<file path="config.mk">
export PLATFORM = sky130hd
export DESIGN_NAME = axi_rd_responder
export DESIGN_NICKNAME = d
export VERILOG_FILES = /design/src/rtl/axi_rd_responder.sv
export SDC_FILE = /design/constraint.sdc
export NUM_CORES = 1
export LEC_CHECK = 0
export CAP_MARGIN = 40
export CORE_AREA = 2 2 462 464
export DETAILED_ROUTE_END_ITERATION = 12
export DIE_AREA = 0 0 464 466
export HOLD_SLACK_MARGIN = 0.15
export PLACE_DENSITY = 0.41
export SKIP_LAST_GASP = 1
export SLEW_MARGIN = 20
export SYNTH_ARGS = -nofsm -noshare
export SYNTH_HDL_FRONTEND = slang
export SYNTH_SLANG_ARGS = --single-unit
export TNS_END_PERCENT = 10
</file>
<file path="constraint.sdc">
create_clock -name clk -period 2.8 [get_ports clk]
set_input_delay 0.42 -clock clk [delete_from_list [all_inputs] [get_ports clk]]
set_output_delay 0.42 -clock clk [all_outputs]
set_load 0.01 [all_outputs]
</file>
<file path="src/rtl/axi_rd_responder.sv">
// AXI4 read-channel responder (AR/R slave).
// Incoming AR requests are queued in a small in-order FIFO. Each burst is
// served after a programmable start latency, fetching one beat per SRAM read
// (1-cycle read latency) and presenting it on R until accepted.
module axi_rd_responder #(
    parameter int ADDR_BITS            = 64,
    parameter int LOG_BLOCK_DATA_BYTES = 6,
    parameter int BURST_LEN_WIDTH      = 8,
    parameter int TID_WIDTH            = 8,
    parameter int LOG_QUEUE_DEPTH      = 2,
    parameter int LAT_WIDTH            = 8
) (
    input  logic                                        clk,
    input  logic                                        resetN,
    // AR channel
    input  logic                                        s_ar_valid,
    output logic                                        s_ar_ready,
    input  logic [ADDR_BITS-1:0]                        s_ar_addr,
    input  logic [BURST_LEN_WIDTH-1:0]                  s_ar_len,
    input  logic [TID_WIDTH-1:0]                        s_ar_id,
    // R channel
    output logic                                        s_r_valid,
    input  logic                                        s_r_ready,
    output logic [(8<<LOG_BLOCK_DATA_BYTES)-1:0]        s_r_data,
    output logic [TID_WIDTH-1:0]                        s_r_id,
    output logic                                        s_r_last,
    // block SRAM read port
    output logic                                        mem_rd_en,
    output logic [ADDR_BITS-LOG_BLOCK_DATA_BYTES-1:0]   mem_rd_addr,
    input  logic [(8<<LOG_BLOCK_DATA_BYTES)-1:0]        mem_rd_data,
    // control / status
    input  logic [LAT_WIDTH-1:0]                        respLatency,
    output logic [LOG_QUEUE_DEPTH:0]                    queueCnt,
    output logic                                        busy
);

    localparam int DEPTH = 1 << LOG_QUEUE_DEPTH;
    localparam logic [LOG_QUEUE_DEPTH:0] DEPTH_CNT  = (LOG_QUEUE_DEPTH+1)'(DEPTH);
    localparam logic [ADDR_BITS-1:0]     BEAT_BYTES = ADDR_BITS'(1 << LOG_BLOCK_DATA_BYTES);

    typedef enum logic [2:0] {
        st_idle,
        st_wait,
        st_fetch,
        st_capture,
        st_resp
    } state_t;

    // ------------------------------------------------------------------
    // Outstanding-request FIFO
    // ------------------------------------------------------------------
    logic [ADDR_BITS-1:0]       q_addr_mem [DEPTH];
    logic [BURST_LEN_WIDTH-1:0] q_len_mem  [DEPTH];
    logic [TID_WIDTH-1:0]       q_id_mem   [DEPTH];

    logic [LOG_QUEUE_DEPTH-1:0] wr_ptr_reg;
    logic [LOG_QUEUE_DEPTH-1:0] rd_ptr_reg;
    logic [LOG_QUEUE_DEPTH:0]   q_cnt_reg;
    logic                       ar_open_reg;
    logic [DEPTH-1:0]           wr_sel;
    logic                       push;
    logic                       pop;

    logic [ADDR_BITS-1:0]       head_addr;
    logic [BURST_LEN_WIDTH-1:0] head_len;
    logic [TID_WIDTH-1:0]       head_id;

    // ------------------------------------------------------------------
    // Burst engine state
    // ------------------------------------------------------------------
    state_t                     state_reg;
    logic [ADDR_BITS-1:0]       cur_addr_reg;
    logic [ADDR_BITS-1:0]       cur_addr_next;
    logic [BURST_LEN_WIDTH-1:0] beats_left_reg;
    logic [TID_WIDTH-1:0]       cur_id_reg;
    logic [LAT_WIDTH-1:0]       wait_cnt_reg;

    // Ready is decoded from the registered count only, so a full queue refuses
    // a push even when the head is popped in the same cycle. ar_open_reg keeps
    // ready low while reset is asserted.
    assign s_ar_ready = ar_open_reg && (q_cnt_reg != DEPTH_CNT);
    assign push       = s_ar_valid && s_ar_ready;
    assign pop        = (state_reg == st_idle) && (q_cnt_reg != '0);

    assign head_addr  = q_addr_mem[rd_ptr_reg];
    assign head_len   = q_len_mem[rd_ptr_reg];
    assign head_id    = q_id_mem[rd_ptr_reg];

    assign queueCnt   = q_cnt_reg;
    assign busy       = (state_reg != st_idle) || (q_cnt_reg != '0);

    // Next beat address; wraps silently at the top of the address space.
    assign cur_addr_next = cur_addr_reg + BEAT_BYTES;

    // One-hot write select per FIFO entry.
    generate
        for (genvar gi = 0; gi < DEPTH; gi++) begin : g_wr_sel
            assign wr_sel[gi] = push && (wr_ptr_reg == LOG_QUEUE_DEPTH'(gi));
        end
    endgenerate

    // FIFO pointers, occupancy and the post-reset AR enable.
    always_ff @(posedge clk or negedge resetN) begin
        if (!resetN) begin
            wr_ptr_reg  <= '0;
            rd_ptr_reg  <= '0;
            q_cnt_reg   <= '0;
            ar_open_reg <= 1'b0;
        end else begin
            ar_open_reg <= 1'b1;
            if (push) begin
                wr_ptr_reg <= wr_ptr_reg + LOG_QUEUE_DEPTH'(1);
            end
            if (pop) begin
                rd_ptr_reg <= rd_ptr_reg + LOG_QUEUE_DEPTH'(1);
            end
            if (push && !pop) begin
                q_cnt_reg <= q_cnt_reg + (LOG_QUEUE_DEPTH+1)'(1);
            end else if (pop && !push) begin
                q_cnt_reg <= q_cnt_reg - (LOG_QUEUE_DEPTH+1)'(1);
            end
        end
    end

    // FIFO payload storage; contents are only meaningful below the occupancy count.
    always_ff @(posedge clk) begin
        for (int i = 0; i < DEPTH; i++) begin
            if (wr_sel[i]) begin
                q_addr_mem[i] <= s_ar_addr;
                q_len_mem[i]  <= s_ar_len;
                q_id_mem[i]   <= s_ar_id;
            end
        end
    end

    // Burst FSM: pop, optional latency wait, then fetch/capture/respond per beat.
    // SRAM strobe and all R outputs are registered and set on state entry.
    always_ff @(posedge clk or negedge resetN) begin
        if (!resetN) begin
            state_reg      <= st_idle;
            cur_addr_reg   <= '0;
            beats_left_reg <= '0;
            cur_id_reg     <= '0;
            wait_cnt_reg   <= '0;
            mem_rd_en      <= 1'b0;
            mem_rd_addr    <= '0;
            s_r_valid      <= 1'b0;
            s_r_data       <= '0;
            s_r_id         <= '0;
            s_r_last       <= 1'b0;
        end else begin
            mem_rd_en <= 1'b0;
            case (state_reg)
                st_idle: begin
                    if (q_cnt_reg != '0) begin
                        cur_addr_reg   <= head_addr;
                        beats_left_reg <= head_len;
                        cur_id_reg     <= head_id;
                        // Latency is sampled here only; later changes leave this burst alone.
                        if (respLatency == '0) begin
                            state_reg   <= st_fetch;
                            mem_rd_en   <= 1'b1;
                            mem_rd_addr <= head_addr[ADDR_BITS-1:LOG_BLOCK_DATA_BYTES];
                        end else begin
                            wait_cnt_reg <= respLatency;
                            state_reg    <= st_wait;
                        end
                    end
                end
                st_wait: begin
                    // Entered with the latency value, leaves on 1: exactly L cycles here.
                    wait_cnt_reg <= wait_cnt_reg - LAT_WIDTH'(1);
                    if (wait_cnt_reg == LAT_WIDTH'(1)) begin
                        state_reg   <= st_fetch;
                        mem_rd_en   <= 1'b1;
                        mem_rd_addr <= cur_addr_reg[ADDR_BITS-1:LOG_BLOCK_DATA_BYTES];
                    end
                end
                st_fetch: begin
                    // SRAM read issued this cycle; data arrives next cycle.
                    state_reg <= st_capture;
                end
                st_capture: begin
                    s_r_data  <= mem_rd_data;
                    s_r_valid <= 1'b1;
                    s_r_last  <= (beats_left_reg == '0);
                    s_r_id    <= cur_id_reg;
                    state_reg <= st_resp;
                end
                st_resp: begin
                    // Beat held stable until the master accepts it.
                    if (s_r_ready) begin
                        s_r_valid      <= 1'b0;
                        cur_addr_reg   <= cur_addr_next;
                        beats_left_reg <= beats_left_reg - BURST_LEN_WIDTH'(1);
                        if (beats_left_reg != '0) begin
                            state_reg   <= st_fetch;
                            mem_rd_en   <= 1'b1;
                            mem_rd_addr <= cur_addr_next[ADDR_BITS-1:LOG_BLOCK_DATA_BYTES];
                        end else begin
                            state_reg <= st_idle;
                        end
                    end
                end
                default: begin
                    state_reg <= st_idle;
                end
            endcase
        end
    end

endmodule

</file>
==> impl_metrics.py, run 1 <==
metrics = {
    "clock_tree": {
        "htree_num_levels": 4,
        "cts_tree": "built",
        "cts.root.buffer_cell": "sky130_fd_sc_hd__clkbuf_16",
        "postCtsSetupRepairBufs": 0,
        "cts_made_buffers": 131,
        "clkSlewWorstSetupHoldPaths_ps": 60,
        "clock_path_buffers": 3,
        "clock_latency_ps": 800,
        "sinks_on_the_clock_net": 970,
    },
    "synthesis": {
        "yosysWarnings": 0,
        "post-synth-top-count-cell": "sky130_fd_sc_hd__dfrtp_1",
        "post_synth.cell_area_avg_sq_um": 14.6,
        "synth_top_cell_by_area": "sky130_fd_sc_hd__dfrtp_1",
        "synth_top_flop_cell": "sky130_fd_sc_hd__dfrtp_1",
        "synth-edff-count": 296,
        "total_of_flip_flops_plus_latches_after_synthesis": 970,
        "synth.top_cells.by_count": "674 x sky130_fd_sc_hd__dfrtp_1, 525 x sky130_fd_sc_hd__mux2_2, 296 x sky130_fd_sc_hd__edfxtp_1",
        "sequential_share_of_the_synthesized_area_pct": 65.3,
        "ys_async_sr_fraction_pct": 69.5,
        "post-synth-top-area-fraction_pct": 42.8,
        "syn-num-nets": 3326,
        "ys_top_cells_by_area": "sky130_fd_sc_hd__dfrtp_1 43%, sky130_fd_sc_hd__edfxtp_1 23%, sky130_fd_sc_hd__mux2_2 15%, sky130_fd_sc_hd__mux4_2 4.2%, sky130_fd_sc_hd__a21oi_1 1.8%",
        "cell_variety_after_synth": 71,
        "syn-instance-count": 2711,
        "syn_area_sq_um": 39400,
    },
    "place": {
        "preCtsSetupSlack_ps": -235,
        "gp_congestion": 0.877,
        "post-dp-hpwl_mm": 182,
        "port_buffers": 1183,
    },
    "floorplanning": {
        "fp.dieArea_sq_um": 216000,
        "die_h_um": 466,
        "floorplan.die.width_um": 464,
        "core_area_sq_um": 211000,
        "start_util_pct": 18.7,
        "num_io_pins": 1190,
        "fp-row-count": 169,
    },
    "worst_setup_path": {
        "worstReg2RegEnd": "mem_rd_addr[57]",
        "crit_path_end_kind": "primary output",
        "worst_ep_arrival_time_ps": 2240,
        "crit_fanout": 8,
        "reg2reg_depth": 8,
        "critical_path.startpoint_type": "flip-flop",
        "reg2reg_from": "cur_addr_reg[10]",
        "setup.worst_path.class": "flip-flop to primary output",
        "worst-endpoint-required_ps": 2380,
        "reg_to_reg_slack_setup_ps": 180,
    },
    "power": {
        "pwrdens_nw_per_um2": 1260,
        "worst_ir_drop_vdd_v": 0.000657,
        "leakagePower_nw": 22.6,
    },
    "sta": {
        "worst-slew-pin-transition_ps": 812,
        "layout_setup_ws_ps": 144,
        "rsz0062_at_grt": "false",
        "finalWorstPathRequiredPeriod_ps": 2660,
        "slew_violations": 0,
        "fin_skew_ps": 32.9,
        "hold_violations": 0,
        "final_min_period_over_clock_period_pct": 94.9,
        "timing.setup.tns_ps": 0,
        "setup_viol_count_final": 0,
        "max_freq_ghz": 0.376,
        "relSlewSlack_pct": 45.7,
    },
    "global_route": {
        "grt_start_max_net_pins": 103,
        "via_count_of_the_first_global_routing_pass": 29800,
        "grt_overflow": 0,
        "antenna_found_initial": 137,
        "grtUsageTotal_pct": 20.4,
        "grt_pass1_wl_mm": 294,
    },
    "min_path": {
        "hp-start": "mem_rd_data[311]",
        "hold_class": "input port to flip-flop",
        "hold_path_depth": 2,
        "min_delay_worst_endpoint": "s_r_data[311]",
    },
    "finish": {
        "finalNetCount": 4627,
        "largest_register_ff_count": 512,
        "fraction_of_final_layout_cells_sized_beyond_drive_strength_1_pct": 24.2,
        "largestRegisters": "s_r_data (512), q_addr_mem (232)",
        "area_growth_syn_to_layout_pct": 53.2,
        "regMostFlops": "s_r_data",
    },
    "drt": {
        "drc": 0,
        "vias": 29563,
        "first_pass_iters": 5,
        "highest-signal-layer": "met5",
        "vias_per_cell": 4.24,
        "routedWlPerCell_um": 32.5,
        "drt-total-wl_mm": 226,
        "detailedRoute.firstIterationViolations": 2068,
        "met1_wl_mm": 89.6,
        "drtAntennaViolNets": 0,
        "wl_met3_mm": 29.6,
        "routed-wl-met2_mm": 102,
    },
    "job": {
        "drv_cap": 0,
    },
    "run_status": {
        "run_status": "complete, no violations",
    },
}
power breakdown:
| group | total [W] | internal (W) | switching [W] |
|---|---|---|---|
| clock network | 0.0171 | 0.0100 | 0.00707 |
| logic | 0.0349 | 0.0166 | 0.0183 |
| registers | 0.0240 | 0.0202 | 0.00383 |
placed cells by master, fill, tap and decap left out, types with 7 or more instances in the layout:
| master | synthesis | final |
|---|---|---|
| sky130_fd_sc_hd__buf_4 | 0 | 125 |
| sky130_fd_sc_hd__a31oi_1 | 38 | 38 |
| sky130_fd_sc_hd__diode_2 | 0 | 34 |
| sky130_fd_sc_hd__nand3_1 | 39 | 39 |
| sky130_fd_sc_hd__or4_1 | 12 | 11 |
| sky130_fd_sc_hd__a21oi_1 | 138 | 137 |
| sky130_fd_sc_hd__a22oi_1 | 46 | 46 |
| sky130_fd_sc_hd__nand2_1 | 120 | 117 |
| sky130_fd_sc_hd__clkdlybuf4s50_1 | 0 | 1180 |
| sky130_fd_sc_hd__bufinv_16 | 0 | 8 |
| sky130_fd_sc_hd__and3_1 | 16 | 12 |
| sky130_fd_sc_hd__o21ai_0 | 104 | 104 |
| sky130_fd_sc_hd__nor2_1 | 127 | 126 |
| sky130_fd_sc_hd__o22ai_1 | 35 | 35 |
| sky130_fd_sc_hd__xnor2_1 | 23 | 23 |
| sky130_fd_sc_hd__o21a_1 | 10 | 10 |
| sky130_fd_sc_hd__mux4_2 | 73 | 73 |
| sky130_fd_sc_hd__o22a_1 | 16 | 16 |
| sky130_fd_sc_hd__nor4_1 | 18 | 17 |
| sky130_fd_sc_hd__edfxtp_1 | 296 | 296 |
| sky130_fd_sc_hd__clkinv_2 | 0 | 20 |
| sky130_fd_sc_hd__or3_1 | 14 | 14 |
| sky130_fd_sc_hd__buf_12 | 0 | 36 |
| sky130_fd_sc_hd__xor2_1 | 10 | 10 |
| sky130_fd_sc_hd__dlygate4sd3_1 | 0 | 11 |
| sky130_fd_sc_hd__nor3_1 | 32 | 31 |
| sky130_fd_sc_hd__nand4_1 | 23 | 23 |
| sky130_fd_sc_hd__dfrtp_1 | 674 | 670 |
| sky130_fd_sc_hd__clkinvlp_4 | 0 | 7 |
| sky130_fd_sc_hd__mux2_2 | 525 | 525 |
| sky130_fd_sc_hd__clkbuf_1 | 154 | 22 |
| sky130_fd_sc_hd__clkbuf_8 | 0 | 16 |
| sky130_fd_sc_hd__clkbuf_16 | 0 | 134 |
| sky130_fd_sc_hd__and4_1 | 8 | 8 |
| sky130_fd_sc_hd__clkinv_1 | 1 | 10 |
| sky130_fd_sc_hd__ha_1 | 10 | 10 |
| sky130_fd_sc_hd__inv_1 | 20 | 20 |
worst max path at each step:
stage,from,endpoint,cells after the start
after detailed placement,respLatency[0],wait_cnt_reg[3],9
after global routing,state_reg[0],busy,4
final,state_reg[0],busy,4
after global placement,respLatency[0],wait_cnt_reg[3],9
after CTS,state_reg[0],busy,4
after floorplan,queueCnt[0],q_addr_mem[1][10],3
routing by layer:
metal	global-route usage, %	up-vias
li1	-	12749
met1	24.0	15217
met2	31.2	1194
met3	12.5	307
met4	4.86	96
met5	0	-
timing repair:
action,in CTS,in global routing
hold endpoints to repair,499,0
resized for setup,3,1
endpoints found under the setup margin,1,2
hold buffers,11,0
worst max-delay path, stage by stage (launching register included):
cell and delay, ps:
sky130_fd_sc_hd__dfrtp_1 420, sky130_fd_sc_hd__buf_4 190, sky130_fd_sc_hd__nor2_1 400, sky130_fd_sc_hd__nand3b_1 200, sky130_fd_sc_hd__buf_4 220
kinds of logic (layout without fill, tap and decap cells):
kind of cell | Yosys count | count (layout) | share of synthesized area [%]
DFF | 970 | 970 | 65.3
muxes | 601 | 601 | 19.2
and+or+nand+nor | 445 | 445 | 5.51
AOI/OAI and AO/OA | 441 | 441 | 6.80
buffers and inverters | 209 | 1610 | 2.07
xor gates and xnor gates | 33 | 33 | 0.733
adders and majority gates | 11 | 11 | 0.368
other | 1 | 35 | 0.00951
stage by stage:
stage	hold WS, ps	cell area, sq um	total power [W]	std cells	utilization [%]
3_3_place_gp	365	55800	0.0596	6687	26.4
3_5_place_dp	365	55900	0.0597	6688	26.4
2_1_floorplan	124	39500	0.0380	2711	-
4_1_cts	150	60300	0.0775	6932	28.6
6_report	235	60400	0.0760	6967	28.6
5_1_grt	180	60400	0.0800	6942	28.6
area by class of cell:
| cell class | count | area, sq um |
|---|---|---|
| Antenna cell | 34 | 85.1 |
| Clock buffer | 172 | 3660 |
| Multi-Input combinational cell | 1532 | 13000 |
| Tap cell | 2821 | 3530 |
| Fill cell | 21506 | 151000 |
| Clock inverter | 61 | 696 |
| Sequential cell | 970 | 25800 |
| Timing Repair Buffer | 1356 | 13600 |
| Inverter | 21 | 78.8 |
Power figures use the tool's default switching activity.
==> run 2, diff against run 1 <==
CAP_MARGIN = unset   (was 40)
GPL_ROUTABILITY_DRIVEN = 0   (was unset)
==> run 2 against run 1 <==
Compared with the run above: sequential power barely moved; utilization fell by 0.24 points; highest routed layer unchanged; maximum frequency is 1.7% lower; worst setup slack got worse by 45 ps; critical path type unchanged; clock skew is 30 ps higher.
==> impl_metrics.py, run 2 (synthesis results as in run 1) <==
metrics = {
    "finish": {
        "largestRegisters": "s_r_data (512), q_addr_mem (232)",
        "finalNetCount": 4606,
        "area_growth_syn_to_layout_pct": 51.9,
        "layout.cells.most_common": "sky130_fd_sc_hd__clkdlybuf4s50_1",
        "regMostFlops": "s_r_data",
        "layout.filler_cells": 21532,
        "most-common-layout-cells": "1181 x sky130_fd_sc_hd__clkdlybuf4s50_1, 670 x sky130_fd_sc_hd__dfrtp_1, 525 x sky130_fd_sc_hd__mux2_2",
        "fraction_of_final_layout_cells_sized_beyond_drive_strength_1_pct": 23.8,
        "largest_register_ff_count": 512,
    },
    "power": {
        "power.share.sequential_pct": 32.0,
        "power_report.internal_total_w": 0.0458,
        "pwr-share-clk_pct": 21.2,
        "power.switching_w": 0.0289,
        "comb_power_share_pct": 46.7,
        "leakagePower_nw": 22.3,
        "worst_ir_drop_vdd_v": 0.000642,
        "switching_share_pct": 38.7,
        "pwrdens_nw_per_um2": 1250,
    },
    "drt": {
        "detailedRoute.firstIterationViolations": 1935,
        "drtAntennaViolNets": 0,
        "vias": 29457,
        "drt-total-wl_mm": 226,
        "routedWlPerCell_um": 32.5,
        "drc": 0,
        "vias_per_cell": 4.24,
        "first_pass_iters": 7,
    },
    "min_path": {
        "hold_class": "input port to flip-flop",
    },
    "global_route": {
        "grt_use_met1_pct": 24.6,
        "grt_pass1_wl_mm": 294,
        "grt_start_max_net_pins": 103,
        "via_count_of_the_first_global_routing_pass": 29499,
        "antenna_found_initial": 144,
        "grtUsageTotal_pct": 20.3,
        "global_route.usage.met2_pct": 31.4,
        "top_usage_layer": "met2",
        "groute.layer.met3.usage_pct": 11.4,
        "grt_overflow": 0,
    },
    "clock_tree": {
        "clock_path_buffers": 3,
        "cts_tree": "built",
        "clock_latency_ps": 800,
        "clkSlewWorstSetupHoldPaths_ps": 60,
        "cts.root.buffer_cell": "sky130_fd_sc_hd__clkbuf_16",
        "postCtsSetupRepairBufs": 0,
        "htree_num_levels": 3,
        "sinks_on_the_clock_net": 970,
        "cts_made_buffers": 120,
    },
    "floorplanning": {
        "start_util_pct": 18.7,
        "fp-row-count": 169,
        "die_h_um": 466,
        "floorplan.die.width_um": 464,
        "fp.dieArea_sq_um": 216000,
        "core_area_sq_um": 211000,
        "num_io_pins": 1190,
    },
    "sta": {
        "final_min_period_over_clock_period_pct": 96.5,
        "fin_worst_hold_slack_ps": 237,
        "hold_violations": 0,
        "relSlewSlack_pct": 39.7,
        "timing.setup.tns_ps": 0,
        "setup_viol_count_final": 0,
        "slew_violations": 0,
        "layout_setup_ws_ps": 99.2,
        "worst-slew-pin-transition_ps": 902,
        "fin_skew_ps": 62.7,
        "finalWorstPathRequiredPeriod_ps": 2700,
        "rsz0062_at_grt": "true",
        "max_freq_ghz": 0.370,
    },
    "worst_setup_path": {
        "worst-endpoint-required_ps": 2380,
        "worst_setup_path_endpoint": "s_ar_ready",
        "reg_to_reg_slack_setup_ps": 140,
        "crit_path_end_kind": "primary output",
        "crit_fanout": 5,
        "path_cells": "nor2_1 > a21boi_0 > buf_4 > clkdlybuf4s50_1",
        "reg2reg_depth": 8,
        "slowest_delay_ps": 590,
        "worst_ep_arrival_time_ps": 2280,
        "worstReg2RegEnd": "mem_rd_addr[57]",
        "setup.worst_path.class": "flip-flop to primary output",
        "setup.worst_path.start": "queueCnt[0]",
        "crit_path_top_delay_cell": "sky130_fd_sc_hd__clkdlybuf4s50_1",
        "critical_path.startpoint_type": "flip-flop",
        "reg2reg_from": "cur_addr_reg[10]",
    },
    "place": {
        "preCtsSetupSlack_ps": -220,
        "port_buffers": 1183,
        "post-dp-hpwl_mm": 182,
    },
    "job": {
        "drv_cap": 0,
    },
    "run_status": {
        "run_status": "complete, no violations",
    },
}
run 2: layout make-up:
| type | instances | area, sq um | share of cell area [%] |
|---|---|---|---|
| diodes | 41 | 103 | 0.171 |
| flip-flops and latches | 970 | 25800 | 43.0 |
| multi-input cells | 1532 | 13000 | 21.6 |
| inverters | 21 | 78.8 | 0.132 |
| clock inverters | 53 | 583 | 0.973 |
| clock buffers | 169 | 3370 | 5.62 |
| well taps | 2821 | 3530 | 5.89 |
| repair buffers | 1346 | 13500 | 22.6 |
run 2: worst max-delay path: cells and delay by family, from the launching register on:
kind / cells / cell delay (ps)
DFF: 1 / 430
and+or+nand+nor: 1 / 60
buffers and inverters: 2 / 780
AOI/OAI and AO/OA: 1 / 220
run 2: worst min path at each step:
stage,start,to,slack [ps],cells past startpoint
2_1_floorplan,resetN,ar_open_reg,120,0
3_3_place_gp,resetN,s_r_data[489],370,1
3_5_place_dp,resetN,s_r_data[489],360,1
4_1_cts,mem_rd_data[502],s_r_data[502],150,2
5_1_grt,mem_rd_data[366],s_r_data[366],200,2
6_report,mem_rd_data[317],s_r_data[317],240,2
run 2: metrics by stage:
step	instances	power (W)	area (sq um)	utilization (%)
3_5_place_dp	6687	0.0596	55800	26.4
3_3_place_gp	6687	0.0596	55800	26.4
2_1_floorplan	2711	0.0380	39500	-
4_1_cts	6912	0.0762	59800	28.3
6_report	6953	0.0748	59900	28.4
5_1_grt	6917	0.0787	59800	28.3
run 2: power groups by stage:
stage	clock [W]	sequential, W	combinational, W
final	0.0159	0.0239	0.0349
after global routing	0.0170	0.0247	0.0370
after CTS	0.0164	0.0239	0.0358
after detailed placement	0	0.0240	0.0356
after global placement	0	0.0240	0.0356
after floorplan	0	0.0249	0.0131
run 2: routing by layer:
metal / part of all wire, % / vias to the layer above
li1: - / 12705
met1: 40 / 15198
met2: 45 / 1168
met3: 13 / 288
met4: 1.9 / 98
met5: 0.26 / -
run 2: what timing repair did:
item	4_1_cts	5_1_grt
pin swaps	0	0
hold endpoints to repair	479	0
endpoints found under the setup margin	1	7
resized for setup	2	1
hold buffers	3	0
==> RTL change (flow settings as in run 2) <==
Set the parameter `TID_WIDTH` to 6 (it was 8).
--- a/src/rtl/axi_rd_responder.sv
+++ b/src/rtl/axi_rd_responder.sv
@@ -6,7 +6,7 @@
     parameter int ADDR_BITS            = 64,
     parameter int LOG_BLOCK_DATA_BYTES = 6,
     parameter int BURST_LEN_WIDTH      = 8,
-    parameter int TID_WIDTH            = 8,
+    parameter int TID_WIDTH            = 6,
     parameter int LOG_QUEUE_DEPTH      = 2,
     parameter int LAT_WIDTH            = 8
 ) (
Ports: changed (resized s_ar_id and s_r_id); port bits go from 1190 to 1186. No check against the original RTL was run, so the function may have changed too.
==> RTL change against run 2 <==
  * Non-clock buffer count is 12 lower
  * Largest power group unchanged
  * Final area is 0.90% lower
  * Clock skew is 0.019 ns lower
  * Synthesized area is 1.4% lower
  * Synthesized cell count is 1.4% lower
  * Worst setup slack better by 0.011 ns
  * Critical endpoint is now s_r_data[68]
  * Sequential cell count is 12 lower
  * First-iteration DRC count is 1.7% lower
  * Power is 1.5% lower
  * Routed wire length is 3.5% lower
==> RTL change: results (changes against run 2) <==
| Metric | Value |
|---|---|
| Most instantiated cells after synthesis | sky130_fd_sc_hd__dfrtp_1 (670), sky130_fd_sc_hd__mux2_2 (523), sky130_fd_sc_hd__edfxtp_1 (288) |
| Fraction of final layout cells sized beyond drive strength 1 | 0.237 (-0.000948) |
| Critical Path Max Stage Delay | 1.15 ns (+0.56 ns) |
| Number of enable-type register cells in the synthesized netlist | 288 (-2.7%) |
| Fraction of registers with async set or reset after synthesis | 0.699 (+0.00453) |
| Beginning of the critical path | s_r_data[68]$_DFFE_PN0P_ |
| Overall Global Routing Usage | 0.196 (-0.00721) |
| Number of different library cells in the post-synthesis netlist | 72 (+1.4%) |
| Placement-stage worst setup slack | -0.248 ns (-0.0281 ns) |
| Setup Skew | 0.0437 ns (-0.0190 ns) |
| Wire length of the first global-routing pass | 286,000 um (-2.7%) |
| HP Start | mem_rd_data[2] |
| Seq/Total Area, Yosys | 0.653 (about the same) |
| Worst-skew pair later-pin latency | 0.78 ns (-0.02 ns) |
| Synthesized net count | 3,285 (-1.2%) |
| Cell count of the worst reg-to-reg path | 7 (-1) |
| Worst Tran Pin Value | 0.982 ns (+0.0799 ns) |
| Share of total power in the clock network | 0.221 (+0.009) |
| Detailed Routing Iterations Pass 1 | 5 (-2) |
| Register-to-register setup slack | 0.11 ns (-0.03 ns) |
| Final hold slack | 0.251 ns (+0.0138 ns) |
| Xor-xnor portion of the synthesized cell area | 0.00585 (-0.00147) |
| Leading post-synthesis cells by cell area | sky130_fd_sc_hd__dfrtp_1 (43%), sky130_fd_sc_hd__edfxtp_1 (22%), sky130_fd_sc_hd__mux2_2 (15%), sky130_fd_sc_hd__mux4_2 (4.1%), sky130_fd_sc_hd__a21oi_1 (1.6%) |
| Peak supply drop | 0.564 mV (-12%) |
| Power share of the sequential group | 0.322 (+0.002) |
| DRT iter0 DRCs | 1,902 (-1.7%) |
| Hold path endpoint | s_r_data[2]$_DFFE_PN0P_ |
| Initial antenna violation count | 104 (-28%) |
| Net switching power figure | 28.1 mW (-3.0%) |
| Via-per-instance ratio | 4.20 (-0.81%) |
| Status | finished, final reports clean |
| Adder-Cell Fraction of Synth Area | 0.00373 (+0.0000505) |
| Total Routed Length | 218,000 um (-3.5%) |
| Worst setup path end | s_r_data[68] |
| Detailed placer's ending HPWL | 176,000 um (-3.2%) |
| Capture point of the worst reg-to-reg path | cur_addr_reg[60]$_DFFE_PN0P_ |
| Mux share of post-synthesis cell area | 0.194 (+0.00193) |
| Maximum number of pins on one net before global-route repair | 110 (+6.8%) |
| Number of nets in the layout | 4,561 (-0.98%) |
| Port Buffer Count | 1,179 (-0.34%) |
-- RTL change: cell count changes in the layout (fill, tap and decap cells not counted), moves of 9 or more --
cell                       delta
sky130_fd_sc_hd__diode_2     -20
sky130_fd_sc_hd__nand2_1     +13
sky130_fd_sc_hd__a21oi_1     -17
sky130_fd_sc_hd__nand3_1     +12
sky130_fd_sc_hd__buf_4        -9
sky130_fd_sc_hd__a22oi_1     -25
sky130_fd_sc_hd__nor2_1      +14
sky130_fd_sc_hd__nor3_1      -10
sky130_fd_sc_hd__a221oi_1    +28
sky130_fd_sc_hd__o22ai_1      -9
-- RTL change: routing by layer --
layer,up-vias,share of wire,GRT usage
met5,-,0.0016,0
met4,56,0.022,0.0393
met3,291,0.11,0.0994
met2,1104,0.46,0.310
met1,14900,0.41,0.238
li1,12600,-,-
-- RTL change: metrics by stage --
step	std cells	area (sq um)	utilization
2_1_floorplan	2672	38900	-
3_3_place_gp	6644	55200	0.261
3_5_place_dp	6644	55200	0.261
4_1_cts	6865	59300	0.281
5_1_grt	6868	59300	0.281
6_report	6886	59400	0.281
-- RTL change: final cells by class --
cell class / instances / area [sq um]
fill: 21600 / 152000
sequential: 958 / 25400
timing repair buffer: 1334 / 13500
multi-input combinational: 1511 / 12800
tap: 2821 / 3530
clock buffer: 160 / 3300
clock inverter: 58 / 751
inverter: 23 / 90.1
antenna: 21 / 52.6
-- RTL change: timing repair --
action                     4_1_cts  5_1_grt
hold buffers                     2        0
resized for setup                1        1
hold endpoints to repair       393        0
setup endpoints to repair        2        1
buffers inserted                 1        0
-- RTL change: logic make-up (layout without fill, tap and decap cells) --
family | after synthesis | count (layout)
compound gates | 415 | 415
simple gates | 457 | 457
other cells | 1 | 22
flops | 958 | 958
buf+inv | 203 | 1575
xor+xnor | 26 | 26
fa+ha+maj | 11 | 11
mux | 601 | 601
